$ cat src/rtl/matrix_alu_engine_if.sv
// ALU-side bus of the matrix engine: control handshake from the top-level FSM plus the
// matrix-memory read/write/dimension ports. master = engine, slave = control + memory.
interface matrix_alu_engine_if #(
  parameter int DATA_W = 16,
  parameter int DIM_W  = 3
);
  logic              start;
  logic [1:0]        op;
  logic [DATA_W-1:0] scalar;
  logic              busy;
  logic              done;
  logic              err;
  logic [1:0]        alu_rd_slot;
  logic [DIM_W-1:0]  alu_rd_row;
  logic [DIM_W-1:0]  alu_rd_col;
  logic [DATA_W-1:0] alu_rd_data;
  logic [DIM_W-1:0]  alu_current_m;
  logic [DIM_W-1:0]  alu_current_n;
  logic [1:0]        alu_wr_slot;
  logic [DIM_W-1:0]  alu_wr_row;
  logic [DIM_W-1:0]  alu_wr_col;
  logic [DATA_W-1:0] alu_wr_data;
  logic              alu_wr_we;
  logic [DIM_W-1:0]  alu_res_m;
  logic [DIM_W-1:0]  alu_res_n;
  logic              alu_dim_we;

  modport master (
    input  start, op, scalar, alu_rd_data, alu_current_m, alu_current_n,
    output busy, done, err, alu_rd_slot, alu_rd_row, alu_rd_col,
           alu_wr_slot, alu_wr_row, alu_wr_col, alu_wr_data, alu_wr_we,
           alu_res_m, alu_res_n, alu_dim_we
  );

  modport slave (
    output start, op, scalar, alu_rd_data, alu_current_m, alu_current_n,
    input  busy, done, err, alu_rd_slot, alu_rd_row, alu_rd_col,
           alu_wr_slot, alu_wr_row, alu_wr_col, alu_wr_data, alu_wr_we,
           alu_res_m, alu_res_n, alu_dim_we
  );
endinterface

$ cat src/rtl/matrix_alu_engine.sv
// Matrix ALU sequencer: C = A+B, A*scalar, A^T or A*B over the matrix memory ALU ports.
// Define MATRIX_ALU_SAT_EN to saturate products/sums at 2^DATA_W-1 instead of wrapping.
module matrix_alu_engine #(
  parameter int DATA_W  = 16,
  parameter int DIM_W   = 3,
  parameter int MAX_DIM = 5
) (
  input logic                 clk,
  input logic                 rst,
  matrix_alu_engine_if.master bus
);

  localparam logic [1:0] OP_ADD = 2'd0;
  localparam logic [1:0] OP_SCL = 2'd1;
  localparam logic [1:0] OP_TRN = 2'd2;
  localparam logic [1:0] OP_MUL = 2'd3;

  typedef enum logic [2:0] {
    S_IDLE, S_DIM_A, S_DIM_B, S_CHECK, S_RUN, S_DIM_WR, S_DONE, S_ERR
  } state_t;

  state_t            r_state;
  logic [1:0]        r_op;
  logic [DATA_W-1:0] r_scalar;
  logic [DATA_W-1:0] r_lat;
  logic [DATA_W-1:0] r_acc;
  logic [DIM_W-1:0]  r_ma, r_na, r_mb, r_nb;
  logic [DIM_W-1:0]  r_i, r_j, r_k;
  logic [DIM_W-1:0]  r_res_m, r_res_n;
  logic              r_ph;
  logic              r_busy, r_done, r_err, r_dim_we;

  function automatic logic f_dim_ok(input logic [DIM_W-1:0] d);
    return (d != '0) && (d <= DIM_W'(MAX_DIM));
  endfunction

  function automatic logic [DATA_W-1:0] f_add(input logic [DATA_W-1:0] a,
                                               input logic [DATA_W-1:0] b);
    logic [DATA_W:0] s;
    s = {1'b0, a} + {1'b0, b};
`ifdef MATRIX_ALU_SAT_EN
    return s[DATA_W] ? '1 : s[DATA_W-1:0];
`else
    return s[DATA_W-1:0];
`endif
  endfunction

  function automatic logic [DATA_W-1:0] f_mul(input logic [DATA_W-1:0] a,
                                               input logic [DATA_W-1:0] b);
    logic [2*DATA_W-1:0] p;
    p = a * b;
`ifdef MATRIX_ALU_SAT_EN
    return (|p[2*DATA_W-1:DATA_W]) ? '1 : p[DATA_W-1:0];
`else
    return p[DATA_W-1:0];
`endif
  endfunction

  logic              w_legal;
  logic [DIM_W-1:0]  w_res_m, w_res_n;
  logic [DIM_W-1:0]  w_lim_j;
  logic              w_last_i, w_last_j, w_last_k;
  logic              w_elem_done;
  logic [DATA_W-1:0] w_prod, w_sum;

  // SCALAR multiplies by the latched scalar, MUL by the latched A element
  assign w_prod = f_mul((r_op == OP_SCL) ? r_scalar : r_lat, bus.alu_rd_data);
  assign w_sum  = (r_op == OP_MUL) ? f_add(r_acc, w_prod) : f_add(r_lat, bus.alu_rd_data);

  assign w_lim_j  = (r_op == OP_MUL) ? r_nb : r_na;
  assign w_last_i = (r_i == r_ma - DIM_W'(1));
  assign w_last_j = (r_j == w_lim_j - DIM_W'(1));
  assign w_last_k = (r_k == r_na - DIM_W'(1));

  always_comb begin
    case (r_op)
      OP_ADD:  w_elem_done = r_ph;
      OP_MUL:  w_elem_done = r_ph && w_last_k;
      default: w_elem_done = 1'b1;
    endcase
  end

  always_comb begin
    w_legal = 1'b0;
    w_res_m = '0;
    w_res_n = '0;
    case (r_op)
      OP_ADD: begin
        w_legal = f_dim_ok(r_ma) && f_dim_ok(r_na) && (r_ma == r_mb) && (r_na == r_nb);
        w_res_m = r_ma;
        w_res_n = r_na;
      end
      OP_SCL: begin
        w_legal = f_dim_ok(r_ma) && f_dim_ok(r_na);
        w_res_m = r_ma;
        w_res_n = r_na;
      end
      OP_TRN: begin
        w_legal = f_dim_ok(r_ma) && f_dim_ok(r_na);
        w_res_m = r_na;
        w_res_n = r_ma;
      end
      default: begin
        w_legal = f_dim_ok(r_ma) && f_dim_ok(r_na) && f_dim_ok(r_mb) && f_dim_ok(r_nb)
                  && (r_na == r_mb);
        w_res_m = r_ma;
        w_res_n = r_nb;
      end
    endcase
  end

  // Read and write addresses follow the registered state: memory reads are same-cycle
  always_comb begin
    bus.alu_rd_slot = 2'd0;
    bus.alu_rd_row  = '0;
    bus.alu_rd_col  = '0;
    bus.alu_wr_row  = '0;
    bus.alu_wr_col  = '0;
    bus.alu_wr_data = '0;
    bus.alu_wr_we   = 1'b0;
    case (r_state)
      S_DIM_B: bus.alu_rd_slot = 2'd1;
      S_RUN: begin
        case (r_op)
          OP_ADD: begin
            bus.alu_rd_slot = {1'b0, r_ph};
            bus.alu_rd_row  = r_i;
            bus.alu_rd_col  = r_j;
            bus.alu_wr_row  = r_i;
            bus.alu_wr_col  = r_j;
            bus.alu_wr_data = w_sum;
            bus.alu_wr_we   = r_ph;
          end
          OP_SCL: begin
            bus.alu_rd_row  = r_i;
            bus.alu_rd_col  = r_j;
            bus.alu_wr_row  = r_i;
            bus.alu_wr_col  = r_j;
            bus.alu_wr_data = w_prod;
            bus.alu_wr_we   = 1'b1;
          end
          OP_TRN: begin
            bus.alu_rd_row  = r_i;
            bus.alu_rd_col  = r_j;
            bus.alu_wr_row  = r_j;
            bus.alu_wr_col  = r_i;
            bus.alu_wr_data = bus.alu_rd_data;
            bus.alu_wr_we   = 1'b1;
          end
          default: begin
            bus.alu_rd_slot = {1'b0, r_ph};
            bus.alu_rd_row  = r_ph ? r_k : r_i;
            bus.alu_rd_col  = r_ph ? r_j : r_k;
            bus.alu_wr_row  = r_i;
            bus.alu_wr_col  = r_j;
            bus.alu_wr_data = w_sum;
            bus.alu_wr_we   = r_ph && w_last_k;
          end
        endcase
      end
      default: ;
    endcase
  end

  always_ff @(posedge clk) begin
    if (rst) begin
      r_state  <= S_IDLE;
      r_op     <= '0;
      r_scalar <= '0;
      r_lat    <= '0;
      r_acc    <= '0;
      r_ma     <= '0;
      r_na     <= '0;
      r_mb     <= '0;
      r_nb     <= '0;
      r_i      <= '0;
      r_j      <= '0;
      r_k      <= '0;
      r_res_m  <= '0;
      r_res_n  <= '0;
      r_ph     <= 1'b0;
      r_busy   <= 1'b0;
      r_done   <= 1'b0;
      r_err    <= 1'b0;
      r_dim_we <= 1'b0;
    end else begin
      r_done   <= 1'b0;
      r_err    <= 1'b0;
      r_dim_we <= 1'b0;
      case (r_state)
        S_IDLE: begin
          if (bus.start) begin
            r_op     <= bus.op;
            r_scalar <= bus.scalar;
            r_busy   <= 1'b1;
            r_state  <= S_DIM_A;
          end
        end
        S_DIM_A: begin
          r_ma    <= bus.alu_current_m;
          r_na    <= bus.alu_current_n;
          r_state <= S_DIM_B;
        end
        S_DIM_B: begin
          r_mb    <= bus.alu_current_m;
          r_nb    <= bus.alu_current_n;
          r_state <= S_CHECK;
        end
        S_CHECK: begin
          r_res_m <= w_res_m;
          r_res_n <= w_res_n;
          r_i     <= '0;
          r_j     <= '0;
          r_k     <= '0;
          r_ph    <= 1'b0;
          r_acc   <= '0;
          r_lat   <= '0;
          if (w_legal) begin
            r_state <= S_RUN;
          end else begin
            r_err   <= 1'b1;
            r_state <= S_ERR;
          end
        end
        S_RUN: begin
          if ((r_op == OP_ADD) || (r_op == OP_MUL)) r_ph <= ~r_ph;
          if (!r_ph) r_lat <= bus.alu_rd_data;
          if ((r_op == OP_MUL) && r_ph) begin
            if (w_last_k) begin
              r_k   <= '0;
              r_acc <= '0;
            end else begin
              r_k   <= r_k + DIM_W'(1);
              r_acc <= w_sum;
            end
          end
          if (w_elem_done) begin
            if (w_last_j) begin
              r_j <= '0;
              if (w_last_i) begin
                r_dim_we <= 1'b1;
                r_state  <= S_DIM_WR;
              end else begin
                r_i <= r_i + DIM_W'(1);
              end
            end else begin
              r_j <= r_j + DIM_W'(1);
            end
          end
        end
        S_DIM_WR: begin
          r_done  <= 1'b1;
          r_state <= S_DONE;
        end
        S_DONE, S_ERR: begin
          r_busy  <= 1'b0;
          r_state <= S_IDLE;
        end
        default: begin
          r_busy  <= 1'b0;
          r_state <= S_IDLE;
        end
      endcase
    end
  end

  assign bus.busy        = r_busy;
  assign bus.done        = r_done;
  assign bus.err         = r_err;
  assign bus.alu_dim_we  = r_dim_we;
  assign bus.alu_res_m   = r_res_m;
  assign bus.alu_res_n   = r_res_n;
  assign bus.alu_wr_slot = 2'd2;

endmodule

$ cat src/flat_wrapper.sv
// flat-port wrapper written by rule: the top's interface ports become plain ports
module matrix_alu_engine_flat 
#(
  parameter int DATA_W  = 16,
  parameter int DIM_W   = 3,
  parameter int MAX_DIM = 5
)
  (clk, rst, bus_start, bus_op, bus_scalar, bus_alu_rd_data, bus_alu_current_m, bus_alu_current_n, bus_busy, bus_done, bus_err, bus_alu_rd_slot, bus_alu_rd_row, bus_alu_rd_col, bus_alu_wr_slot, bus_alu_wr_row, bus_alu_wr_col, bus_alu_wr_data, bus_alu_wr_we, bus_alu_res_m, bus_alu_res_n, bus_alu_dim_we);
  matrix_alu_engine_if #(.DATA_W(DATA_W), .DIM_W(DIM_W)) bus_i ();
  input logic clk;
  input logic rst;
  input wire logic [$bits(bus_i.start)-1:0] bus_start;
  input wire logic [$bits(bus_i.op)-1:0] bus_op;
  input wire logic [$bits(bus_i.scalar)-1:0] bus_scalar;
  input wire logic [$bits(bus_i.alu_rd_data)-1:0] bus_alu_rd_data;
  input wire logic [$bits(bus_i.alu_current_m)-1:0] bus_alu_current_m;
  input wire logic [$bits(bus_i.alu_current_n)-1:0] bus_alu_current_n;
  output wire logic [$bits(bus_i.busy)-1:0] bus_busy;
  output wire logic [$bits(bus_i.done)-1:0] bus_done;
  output wire logic [$bits(bus_i.err)-1:0] bus_err;
  output wire logic [$bits(bus_i.alu_rd_slot)-1:0] bus_alu_rd_slot;
  output wire logic [$bits(bus_i.alu_rd_row)-1:0] bus_alu_rd_row;
  output wire logic [$bits(bus_i.alu_rd_col)-1:0] bus_alu_rd_col;
  output wire logic [$bits(bus_i.alu_wr_slot)-1:0] bus_alu_wr_slot;
  output wire logic [$bits(bus_i.alu_wr_row)-1:0] bus_alu_wr_row;
  output wire logic [$bits(bus_i.alu_wr_col)-1:0] bus_alu_wr_col;
  output wire logic [$bits(bus_i.alu_wr_data)-1:0] bus_alu_wr_data;
  output wire logic [$bits(bus_i.alu_wr_we)-1:0] bus_alu_wr_we;
  output wire logic [$bits(bus_i.alu_res_m)-1:0] bus_alu_res_m;
  output wire logic [$bits(bus_i.alu_res_n)-1:0] bus_alu_res_n;
  output wire logic [$bits(bus_i.alu_dim_we)-1:0] bus_alu_dim_we;
  assign bus_i.start = bus_start;
  assign bus_i.op = bus_op;
  assign bus_i.scalar = bus_scalar;
  assign bus_i.alu_rd_data = bus_alu_rd_data;
  assign bus_i.alu_current_m = bus_alu_current_m;
  assign bus_i.alu_current_n = bus_alu_current_n;
  assign bus_busy = bus_i.busy;
  assign bus_done = bus_i.done;
  assign bus_err = bus_i.err;
  assign bus_alu_rd_slot = bus_i.alu_rd_slot;
  assign bus_alu_rd_row = bus_i.alu_rd_row;
  assign bus_alu_rd_col = bus_i.alu_rd_col;
  assign bus_alu_wr_slot = bus_i.alu_wr_slot;
  assign bus_alu_wr_row = bus_i.alu_wr_row;
  assign bus_alu_wr_col = bus_i.alu_wr_col;
  assign bus_alu_wr_data = bus_i.alu_wr_data;
  assign bus_alu_wr_we = bus_i.alu_wr_we;
  assign bus_alu_res_m = bus_i.alu_res_m;
  assign bus_alu_res_n = bus_i.alu_res_n;
  assign bus_alu_dim_we = bus_i.alu_dim_we;
  matrix_alu_engine #(.DATA_W(DATA_W), .DIM_W(DIM_W), .MAX_DIM(MAX_DIM)) u_core (.clk(clk), .rst(rst), .bus(bus_i));
endmodule
$ cat config.mk
export PLATFORM = sky130hd
export DESIGN_NAME = matrix_alu_engine_flat
export DESIGN_NICKNAME = d
export VERILOG_FILES = /design/src/rtl/matrix_alu_engine_if.sv /design/src/rtl/matrix_alu_engine.sv /design/src/flat_wrapper.sv
export SDC_FILE = /design/constraint.sdc
export NUM_CORES = 1
export LEC_CHECK = 0
export BUFFER_PORTS_ARGS = -buffer_cell sky130_fd_sc_hd__buf_4
export CAP_MARGIN = 20
export CORE_ASPECT_RATIO = 1.2
export CORE_MARGIN = 2
export CORE_UTILIZATION = 45
export CTS_BUF_LIST = sky130_fd_sc_hd__clkbuf_8
export CTS_CLUSTER_DIAMETER = 60
export CTS_CLUSTER_SIZE = 30
export DETAILED_ROUTE_END_ITERATION = 8
export GPL_TIMING_DRIVEN = 0
export PLACE_DENSITY_LB_ADDON = 0.12
export RECOVER_POWER = 50
export SLEW_MARGIN = 5
export SYNTH_ARGS = -nofsm -noshare
export SYNTH_HDL_FRONTEND = slang
export SYNTH_SLANG_ARGS = --single-unit
$ cat constraint.sdc
create_clock -name clk -period 10.7 [get_ports clk]
set_clock_uncertainty 0.1 [all_clocks]
set_input_delay 2.14 -clock clk [delete_from_list [all_inputs] [get_ports clk]]
set_output_delay 2.14 -clock clk [all_outputs]
set_load 0.02 [all_outputs]
# After elaboration in Yosys (flattened, before gate mapping)
# Index checks and enable logic that the tools add are counted.
[classes]
n_eq_ne = 24
mux = 51
order_cmp = 4
bitwise_logic = 5
mul = 1
reduce_logical = 35
add_sub_neg = 8
[op_table]
columns = ["cell", "count"]
rows = [
  ["$mux W16", 6],
  ["$pmux W16 S2", 3],
  ["$mux W3", 23],
  ["$add A16 B16 Y16", 2],
  ["$pmux W3 S2", 4],
  ["$pmux W3 S7", 1],
  ["$eq A3 B3 Y1", 6],
  ["$mul A16 B16 Y16", 1],
  ["$eq A3 B3 Y1 const B", 4],
  ["$le A3 B3 Y1 const B", 4],
  ["$logic_and A1 B1 Y1", 12],
  ["$reduce_and A2 Y1", 6],
  ["$reduce_bool A3 Y1", 4],
  ["$ne A2 B1 Y1 const B", 5],
  ["$pmux W1 S2", 5],
  ["$add A3 B1 Y3 const B", 3],
  ["$sub A3 B1 Y3 const B", 3],
  ["$reduce_and A4 Y1", 2],
  ["$reduce_or A2 Y1", 4],
  ["$mux W1", 7],
  ["$eq A3 B2 Y1 const B", 2],
  ["$ne A2 B2 Y1 const B", 3],
  ["$not A1 Y1", 5],
  ["$eq A2 B2 Y1 const B", 2],
  ["10 further kinds", 11],
]
[word_totals]
elab_cells = 147
output_inout_bits = 43
register_bits = 85
input_bits = 43

# Longest topological paths before layout
[depth]
ltp_word = 9
ltp_mapped = 34
ltp_nobuf = 30

# Worst setup path before layout
# No wires, ideal clock.
[synth_timing]
path_type = "input to output"
start = "in bus_alu_rd_data[1]"
end = "out bus_alu_wr_data[13]"
n_path_buf = 1
t_arrival_ns = 8.059
path_stages = 26
setup_slack_ns = 0.401
required_time_ns = 8.460
cell_sequence = "clkbuf_1 nand2_1 fa_1 fa_1 fa_1 fa_1 inv_1 fa_1 inv_1 fa_1 inv_1 ha_1 nand2_1 nor3_1 a21oi_1 o31ai_1 nor2_1 xnor2_1 ha_1 and3_1 a21oi_1 o21ai_0 nor2_1 xnor2_1 a211oi_1 a211oi_1"
[synth_between]
elab_chain_len = 5
word_cells_on_any_way = 6
classes_between = "2 x add/sub; 1 x mul; 3 x mux"
[synth_rtl]
columns = ["item", "line", "rtl"]
rows = [
  ["start: declaration", "flat_wrapper.sv:15", "input wire logic [$bits(bus_i.alu_rd_data)-1:0] bus_alu_rd_data;"],
  ["$mul A16 B16 Y16", "matrix_alu_engine.sv:51", "p = a * b;"],
  ["$add A16 B16 Y16", "matrix_alu_engine.sv:40", "s = {1'b0, a} + {1'b0, b};"],
  ["$mux W16", "matrix_alu_engine.sv:68", "assign w_sum = (r_op == OP_MUL) ? f_add(r_acc, w_prod) : f_add(r_lat, bus.alu_rd_data);"],
  ["$pmux W16 S2 *", "matrix_alu_engine.sv:124", "case (r_op)"],
  ["$mux W16 *", "matrix_alu_engine.sv:121", "case (r_state)"],
  ["end: declaration", "flat_wrapper.sv:27", "output wire logic [$bits(bus_i.alu_wr_data)-1:0] bus_alu_wr_data;"],
]
# Mark *: on every way between the ends. The rest lies on a longest branch, timed or not.

# Final worst setup path
[layout_timing]
start = "in bus_alu_rd_data[1]"
end = "out bus_alu_wr_data[15]"
# Same word-level chain as after synthesis.

==> qor.csv <==
metric,value,unit
status,completed,
top cell type's share of synthesized area,0.173,
Final nets,1540,
post-synthesis sequential area ratio,0.173,
Hold Path Sink,u_core.r_scalar[2]$_SDFFE_PP0P_,
vias in the first global route,8851,
Hold WC Path Type,flip-flop to flip-flop,
Hold Crit Depth,2,
area of the die,0.0231,mm²
Flop pwr share,0.390,
worst IR drop on VDD,66.3,µV
hpwl dp,23400,µm
register-to-register path setup slack,2.77,ns
First-pass DRT Iterations,6,
Cells after Synth,1217,
Synth Register Bits,85,
WP data required,8.46,ns
combinational share of power,0.320,
FMAX,94.9,MHz
Post-synth EDFFs,0,
Crit Path Category,primary input to primary output,
Wirelength per Cell,18.6,µm
worst-skew pair later-pin latency,0.38,ns
P_leak,5.02,nW
top layer in use,met4,
max cap viols,0,
Synth top cells by count,"inv_1, nand2_1, nor2_1",
Async SR Flop Fraction,0,
"worst slack, placed",-0.567,ns
"CTS clk-pin slew, worst paths",0.10,ns
setup TNS,0,ns
Die Y,166,µm
row count,59,
Sw Pwr,0.315,mW
post-synthesis mux area share,0.0523,
number of diodes,0,
unrepaired setup endpoints after global routing,yes,
critical path arrival,8.29,ns
H-tree Lvls,3,
"critical path fanouts, max",6,
TritonCTS Buffers,9,
gr ovfl total,0,
crit path time final,10.53,ns
Placed Instance Area,0.0108,mm²
PD cells,76.4,mW/mm²
Die Width,139,µm
switch share,0.361,
Root Driver,clkbuf_8,
share of layout cells above drive strength 1,0.130,
Worst setup EP type,primary output,
1st-iter DRT viols,472,
synth unique cells,56,
largest family of logic cells by synthesized area,adder cells,
CTS Sinks,85,
min-delay src,u_core.r_scalar[2]$_SDFFE_PP0P_,
Setup crit start kind,primary input,
Final setup viols,0,
Via Count,8607,
Area growth syn-to-layout,16.0,%
post-route cell area,0.0114,mm²
# DRC,0,
worst reg-to-reg path cell count,33,
cell with the most instances after synthesis,inv_1,
Most used DFF post-synth,dfxtp_1,
largest net degree at the start of global routing,17,
relative slew slack,0.344,
Port-buffer cells,82,
clock power share,0.290,
global-route usage over all layers,0.261,
Worst Max-Slew Pin Slew,0.976,ns
Compound-Gate Fraction of Synth Area,0.138,
vias per cell,5.38,
ranking of synthesized cells by area,"dfxtp_1, fa_1, ha_1",
CTS tree,yes,
"area leader, netlist",dfxtp_1,
core footprint,0.0216,mm²
Max Root-Sink Buffers,2,
FF-to-FF Start,u_core.r_op[1]$_SDFFE_PP0P_,
routed wire length,29700,µm
post-route worst setup slack,0.167,ns
Fin. Hold Viols,0,
"Avg Cell Area, Syn",8.10,µm²
Initial Utilization,0.456,
fin crit share,0.984,
YS warnings,0,
first-pass GRT wire length,47500,µm
final hold slack,0.362,ns
Reg2Reg Capture Point,u_core.r_acc[15]$_SDFFE_PP0P_,
Design Power,0.873,mW
WL met3,1020,µm
Pint,0.558,mW
ANT nets after route,0,
Simple-Gate Fraction of Synth Area,0.194,
initial antenna violation count,0,
Ports,86,
M1 WL,12200,µm
DR WL met2,15300,µm
Slew Limit Fails,0,
Synth Area in XOR/XNOR,0.0744,
adder-cell share of the synthesized area,0.286,
Syn Std Cell Area,0.00985,mm²
RePlAce Congestion,0.909,
metal layers:
layer / vias to the layer above / track usage
li1: 4195 / -
met1: 4130 / 0.307
met2: 219 / 0.481
met3: 63 / 0.0283
met4: 0 / 0.109
met5: - / 0
cells by family after synthesis:
kind of cell,after synthesis
compound gates,217
xor+xnor,79
fa+ha+maj,176
buf+inv,205
flops,85
mux,48
other cells,2
simple gates,405
critical path, stage by stage:
cell and delay [ns]:
buf_16 0.10, clkbuf_16 0.14, nand2_4 0.04, fa_1 0.52
fa_1 0.57, fa_1 0.46, fa_1 0.54, inv_2 0.05
fa_1 0.55, inv_2 0.04, fa_1 0.52, inv_2 0.05
ha_4 0.28, nand2_4 0.07, nor3_4 0.17, a21oi_2 0.07
o31ai_4 0.08, nor2_2 0.08, xnor2_2 0.25, ha_4 0.27
and3_4 0.15, a21oi_2 0.11, o21ai_2 0.08, o41ai_2 0.25
xnor3_1 0.31, nor2_2 0.13, o22ai_2 0.11, buf_6 0.15
layout make-up:
cell class	count	area (µm²)
timing repair buffer	99	767
clock buffer	10	138
multi-input combinational	928	7600
clock inverter	6	77.6
fill	2133	10200
sequential	85	1700
buffer	57	273
inverter	141	529
tap	274	343
worst max path at each step:
stage	start	end	slack, ns	cells after the start
floorplan	bus_alu_rd_data[1]	bus_alu_wr_data[13]	0.40	26
global placement	bus_alu_rd_data[1]	bus_alu_wr_data[15]	-0.65	26
detailed placement	bus_alu_rd_data[1]	bus_alu_wr_data[13]	-0.57	28
CTS	bus_alu_rd_data[3]	bus_alu_wr_data[15]	0.01	30
global route	bus_alu_rd_data[1]	bus_alu_wr_data[15]	-0.08	28
finish	bus_alu_rd_data[1]	bus_alu_wr_data[15]	0.17	28
flip-flops by register name (all words and copies together), names as in the netlist, 3 cells and up:
register              flops
u_core.r_state            3
u_core.r_ma               3
u_core.r_nb               3
u_core.bus.alu_res_n      3
u_core.r_j                3
u_core.r_k                3
u_core.r_mb               3
u_core.r_acc             16
u_core.r_scalar          16
u_core.r_i                3
u_core.r_lat             16
u_core.bus.alu_res_m      3
u_core.r_na               3
power groups by stage:
stage	Clock, mW	Sequential (mW)	Combinational [mW]
after detailed placement	0	0.348	0.260
final	0.253	0.340	0.280
after floorplan	0	0.345	0.173
after global placement	0	0.347	0.258
after CTS	0.259	0.340	0.269
after global routing	0.272	0.342	0.309
cells in the final DEF (no fill, tap or decap), drive strengths merged, types with 55 or more instances in the layout:
cell type,synthesis,final
inv,140,143
nand2,124,124
nor2,111,111
buf,10,96
ha,94,94
a21oi,92,92
dfxtp,85,85
fa,82,82
clkbuf,54,70
and2,55,55
xnor2,55,55
per-stage QoR:
step,util,instances
final,0.529,1600
after global routing,0.529,1600
after CTS,0.517,1589
after detailed placement,0.501,1576
after global placement,0.500,1574
after floorplan,-,1218
timing repair:
action                                  4_1_cts  5_1_grt
gates cloned                                  0        1
gates resized for setup                      26       60
endpoints found under the setup margin        6        6
pin swaps                                     6       24
setup buffers                                 2       12
hold buffers                                  0        0
No activity file was read; power rests on OpenSTA's default activity.
